**src/rtl/mem_port_arbiter.sv**
```systemverilog
// Arbitrates an instruction-fetch port and a load/store port onto a single
// memory port with one transaction in flight. Build option: ARB_ROUND_ROBIN_EN.

`ifndef XLEN
`define XLEN 32
`endif

module mem_port_arbiter (
  input  logic               clk,
  input  logic               rst,

  input  logic               if_req,
  input  logic [`XLEN-1:0]   if_addr,
  input  logic               if_kill,
  output logic               if_gnt,
  output logic               if_rvalid,
  output logic [`XLEN-1:0]   if_rdata,

  input  logic               ls_req,
  input  logic               ls_we,
  input  logic [3:0]         ls_wstrb,
  input  logic [`XLEN-1:0]   ls_addr,
  input  logic [`XLEN-1:0]   ls_wdata,
  output logic               ls_gnt,
  output logic               ls_rvalid,
  output logic [`XLEN-1:0]   ls_rdata,

  output logic               mem_req,
  output logic               mem_we,
  output logic [3:0]         mem_wstrb,
  output logic [`XLEN-1:0]   mem_addr,
  output logic [`XLEN-1:0]   mem_wdata,
  input  logic               mem_gnt,
  input  logic               mem_rvalid,
  input  logic [`XLEN-1:0]   mem_rdata,

  output logic               busy
);

  localparam int unsigned XLEN_W = `XLEN;
  localparam int unsigned STRB_W = 4;

  typedef enum logic [1:0] {
    S_IDLE = 2'd0,
    S_REQ  = 2'd1,
    S_RSP  = 2'd2
  } state_t;

  state_t              state;
  logic                owner_ls;
  logic                discard;
  logic                pick_ls;
  logic                gnt_hit;
  logic                rsp_hit;
  logic [XLEN_W-1:0]   if_rdata_q;
  logic [XLEN_W-1:0]   ls_rdata_q;

`ifdef ARB_ROUND_ROBIN_EN
  logic                last_ls;

  // On a tie the requester that did not win last time takes the port.
  always_comb begin
    pick_ls = 1'b0;
    if (ls_req && if_req) pick_ls = ~last_ls;
    else                  pick_ls = ls_req;
  end
`else
  // Load/store always wins a tie.
  always_comb begin
    pick_ls = ls_req;
  end
`endif

  // Grant and response strobes follow the memory handshake in the same cycle.
  always_comb begin
    gnt_hit   = (state == S_REQ) && mem_gnt;
    rsp_hit   = (state == S_RSP) && mem_rvalid;
    if_gnt    = gnt_hit && !owner_ls;
    ls_gnt    = gnt_hit && owner_ls;
    if_rvalid = rsp_hit && !owner_ls && !discard && !if_kill;
    ls_rvalid = rsp_hit && owner_ls;
    if_rdata  = if_rvalid ? mem_rdata : if_rdata_q;
    ls_rdata  = ls_rvalid ? mem_rdata : ls_rdata_q;
  end

  always_ff @(posedge clk) begin
    if (rst) begin
      state      <= S_IDLE;
      owner_ls   <= 1'b0;
      discard    <= 1'b0;
      busy       <= 1'b0;
      mem_req    <= 1'b0;
      mem_we     <= 1'b0;
      mem_wstrb  <= STRB_W'(0);
      mem_addr   <= XLEN_W'(0);
      mem_wdata  <= XLEN_W'(0);
      if_rdata_q <= XLEN_W'(0);
      ls_rdata_q <= XLEN_W'(0);
`ifdef ARB_ROUND_ROBIN_EN
      last_ls    <= 1'b1;
`endif
    end else begin
      if (if_rvalid) if_rdata_q <= mem_rdata;
      if (ls_rvalid) ls_rdata_q <= mem_rdata;

      case (state)
        S_IDLE: begin
          if (if_req || ls_req) begin
            state    <= S_REQ;
            busy     <= 1'b1;
            mem_req  <= 1'b1;
            owner_ls <= pick_ls;
            if (pick_ls) begin
              mem_we    <= ls_we;
              mem_wstrb <= ls_wstrb;
              mem_addr  <= ls_addr;
              mem_wdata <= ls_wdata;
            end else begin
              mem_we    <= 1'b0;
              mem_wstrb <= STRB_W'(0);
              mem_addr  <= if_addr;
              mem_wdata <= XLEN_W'(0);
            end
          end
        end

        S_REQ: begin
          if (if_kill && !owner_ls) discard <= 1'b1;
          if (mem_gnt) begin
            state   <= S_RSP;
            mem_req <= 1'b0;
`ifdef ARB_ROUND_ROBIN_EN
            last_ls <= owner_ls;
`endif
          end
        end

        S_RSP: begin
          if (if_kill && !owner_ls) discard <= 1'b1;
          // Returning to IDLE does not arbitrate in the same cycle.
          if (mem_rvalid) begin
            state   <= S_IDLE;
            busy    <= 1'b0;
            discard <= 1'b0;
          end
        end

        default: begin
          state   <= S_IDLE;
          busy    <= 1'b0;
          mem_req <= 1'b0;
          discard <= 1'b0;
        end
      endcase
    end
  end

endmodule

```
**config.mk**
```make
export PLATFORM = sky130hd
export DESIGN_NAME = mem_port_arbiter
export DESIGN_NICKNAME = d
export VERILOG_FILES = /design/src/rtl/mem_port_arbiter.sv
export SDC_FILE = /design/constraint.sdc
export NUM_CORES = 1
export LEC_CHECK = 0
export ABC_CLOCK_PERIOD_IN_PS = 2650
export BUFFER_PORTS_ARGS = -buffer_cell sky130_fd_sc_hd__buf_4
export CORE_UTILIZATION = 47
export DETAILED_ROUTE_END_ITERATION = 16
export GPL_TIMING_DRIVEN = 0
export PLACE_DENSITY = 0.77
export SYNTH_ARGS = -nofsm -noshare
export SYNTH_HDL_FRONTEND = slang
export SYNTH_SLANG_ARGS = --single-unit
```
**constraint.sdc**
```tcl
create_clock -name clk -period 2.65 [get_ports clk]
set_clock_uncertainty 0.2 [all_clocks]
set_input_delay 0.265 -clock clk [delete_from_list [all_inputs] [get_ports clk]]
set_output_delay 0.265 -clock clk [all_outputs]
set_load 0.03 [all_outputs]
```
==> impl_summary.txt <==
----------------------------------------------------
[Timing]
  Unrepaired setup endpoints after global routing ... yes
  Transition time of the tightest slew-check pin ... 0.552 ns
  Ratio of final minimum period to clock period ... 98.3%
  Final setup viols ... 0
  Min Clock Period, post-route ... 2.60 ns
  Maximum clock frequency ... 384 MHz
  Max-Slew Margin vs Limit ... 63.2%
  Number of hold violations in the final report ... 0
  Max-slew violation count ... 0

[Drt]
  Total vias in the final route ... 6189
  Routed len/inst ... 17.7 um
  Post-DR vias/cell ... 5.16
  Initial DRT Pass Iterations ... 4
  Sum of routed wire length over all layers ... 21200 um
  Initial DRC count ... 327
  DRC viols ... 0
  Count of nets left with antenna violations after detail routing ... 0

[Hold path]
  HP Class ... in -> reg
  Hold Path Origin ... ls_addr[26]

[Critical path]
  Type of destination of the critical path ... output port
  Launching element type of the critical path ... flop
  Critical path class ... reg -> out
  Largest fanout of any net on the critical path ... 6
  Startpoint of the most critical register-to-register path ... state[0]
  Worst Setup SP ... state[0]
  Required @ worst endpoint ... 2.18 ns
  Worst EP arrival ... 2.14 ns

[Global route]
  GRT Total Usage ... 29.7%
  Number of antenna violations at the first check in global routing ... 0
  First-pass GRT wire length ... 30600 um
  Number of global-route vias before repair ... 6254
  Global-route congestion overflow total ... 0
  Maximum number of pins on one net before global-route repair ... 17

[Final layout]
  Post-route cell area ... 10300 um2
  Area growth from synthesis to final layout ... 65.7%
  Most frequent cells in the layout ... sky130_fd_sc_hd__buf_4, sky130_fd_sc_hd__dfxtp_1, sky130_fd_sc_hd__dlygate4sd3_1
  Number of nets in the layout ... 1158
  Fraction of layout instances using a drive strength above 1 ... 40.6%
  Most common cell after layout, fill and taps aside ... sky130_fd_sc_hd__buf_4
  Antenna diode instance count ... 0
  Final-layout fill cell count ... 727
  Post-route insts no fill ... 1200

[Flow run]
  Max-cap check violation count ... 0

[Floorplan]
  Vertical extent of the die ... 117 um
  Num rows ... 41
  Core region area ... 12800 um2
  Die W ... 117 um
  Die area ... 13700 um2
  I/O pin count ... 279
  Starting utilization of the core area ... 48.7%

[Pwr]
  Reported leakage power ... 4.68 nW
  Final Power ... 0.00648 W
  Power per Cell Area ... 629 nW/um2
  Max VDD drop ... 0.000446 V

[Clocking]
  Clock sink total ... 139
  H-tree depth ... 4
  Library cell used as clock root buffer ... sky130_fd_sc_hd__clkbuf_16
  Clock latency on the worst-skew pair ... 0.41 ns
  Clk buf depth ... 2
  CTS buffer count ... 17
  Clock tree from TritonCTS ... done
  CTS clk-pin slew, worst paths ... 0.06 ns

[Place]
  Routability Congestion ... 0.801
  Post-place instance area ... 8520 um2
  Total instance count after detailed placement ... 1076
  Sum of net half-perimeters after detailed placement ... 13900 um
  Port-buffer cells ... 277

[Yosys]
  Cell types occupying the most area after synthesis ... sky130_fd_sc_hd__dfxtp_1, sky130_fd_sc_hd__mux2i_1, sky130_fd_sc_hd__mux2_4, sky130_fd_sc_hd__nand2b_1, sky130_fd_sc_hd__a211oi_1
  Count of synthesis-stage warnings from yosys ... 0
  Post-synthesis cell type with the largest combined area ... sky130_fd_sc_hd__dfxtp_1
  Number of register bits inferred by synthesis ... 139
  Post-Syn Instances ... 627
  Unique masters post-synth ... 29
  Synthesized area divided by synthesized cell count ... 9.93 um2
  Post-synth top area share ... 44.7%
  Sequential fraction of the synthesis area ... 44.7%
  Area of the mapped netlist ... 6220 um2
  Share of async-settable or async-resettable flops after synthesis ... 0%
  Top flip-flop cell by instance count after synthesis ... sky130_fd_sc_hd__dfxtp_1
  Number of nets in the synthesized netlist ... 770
  Count of flip-flops with a built-in enable after synthesis ... 0

[Outcome]
  Result of the run ... completed

----------------------------------------------------
cell usage after synthesis (14+ instances only):
cell type	n
sky130_fd_sc_hd__nand3_1	37
sky130_fd_sc_hd__buf_2	14
sky130_fd_sc_hd__nand2_1	41
sky130_fd_sc_hd__mux2i_1	64
sky130_fd_sc_hd__nand2b_1	66
sky130_fd_sc_hd__clkbuf_1	24
sky130_fd_sc_hd__dfxtp_1	139
sky130_fd_sc_hd__a211oi_1	33
sky130_fd_sc_hd__nor2b_1	32
sky130_fd_sc_hd__mux2_4	29
sky130_fd_sc_hd__a21oi_1	39
sky130_fd_sc_hd__mux2_2	18
sky130_fd_sc_hd__mux2_1	17
sky130_fd_sc_hd__nor2_1	34
stage by stage:
| step | TNS [ns] | worst slack, ns | utilization [%] | hold slack [ns] |
|---|---|---|---|---|
| floorplan | 0 | 0.544 | - | 0.220 |
| global placement | 0 | 0.285 | 66.7 | 0.241 |
| detailed placement | 0 | 0.263 | 66.7 | 0.244 |
| CTS | 0 | 0.0203 | 78.6 | 0.000321 |
| global route | -0.951 | -0.0755 | 80.7 | 0.00711 |
| finish | 0 | 0.0459 | 80.7 | 0.00963 |
final timing paths:
kind | to | slack (ns) | cells past startpoint
hold / removal | mem_addr[26] | 0.01 | 3
setup / recovery | if_rdata[22] | 0.05 | 8
hold reg to reg | mem_wdata[4] | 0.25 | 2
setup reg to reg | mem_addr[27] | 0.55 | 8
timing repair:
| item | in CTS | in global routing |
|---|---|---|
| hold buffers | 81 | 0 |
| pin swaps | 0 | 1 |
| cloned | 0 | 2 |
| buffers inserted | 3 | 6 |
| endpoints found under the setup margin | 27 | 34 |
| endpoints found under the hold margin | 80 | 0 |
| resized for setup | 7 | 59 |
where the power goes:
part / internal, W / leakage (nW) / switching, W / total (W)
sequential: 0.00224 / 1.14 / 0.0000943 / 0.00234
clock: 0.00170 / 0.316 / 0.000934 / 0.00263
combinational: 0.000650 / 3.23 / 0.000863 / 0.00151
layout make-up:
class                   count  area, um2  area share, %
inverters                   6       22.5          0.218
well taps                 172        215           2.09
multi-input cells         429       3250           31.5
flip-flops and latches    139       2790           27.0
repair buffers            369       3090           29.9
plain buffers              53        293           2.84
clock inverters            14        219           2.12
clock buffers              18        439           4.26
flip-flops by register name, summed over array words and instances (netlist names):
register,flops
if_rdata_q,32
ls_rdata_q,32
mem_addr,32
mem_wdata,32
mem_wstrb,4
state,2
busy,1
discard,1
mem_req,1
mem_we,1
owner_ls,1
cell families (layout without fill, tap and decap cells):
family                   Yosys count  in the layout  share of synthesized area (%)
AND/OR/NAND/NOR                  215            215                           18.1
flip-flops                       139            139                           44.7
multiplexers                     128            128                           23.6
AO/OA/AOI/OAI                     83             83                           8.44
buffers and inverters             59            460                           4.56
adder cells (fa/ha/maj)            3              3                          0.603
worst max-delay path: stages (launching register included):
cell	delay (ns)
sky130_fd_sc_hd__dfxtp_2	0.33
sky130_fd_sc_hd__inv_2	0.08
sky130_fd_sc_hd__ha_4	0.15
sky130_fd_sc_hd__nand2_2	0.07
sky130_fd_sc_hd__nor4_4	0.23
sky130_fd_sc_hd__buf_6	0.21
sky130_fd_sc_hd__buf_6	0.15
sky130_fd_sc_hd__mux2_2	0.35
sky130_fd_sc_hd__buf_6	0.14
per-layer routing:
metal  global-route usage [%]  routed length (um)  vias to the layer above
met4                     18.3                1070                        0
met5                        0                   0                        -
met3                     7.88                1320                       73
met1                     29.2                7570                     2918
met2                     55.5               11300                      271
li1                         -                   -                     2927
Note: power is estimated with default switching activity, not from simulation.
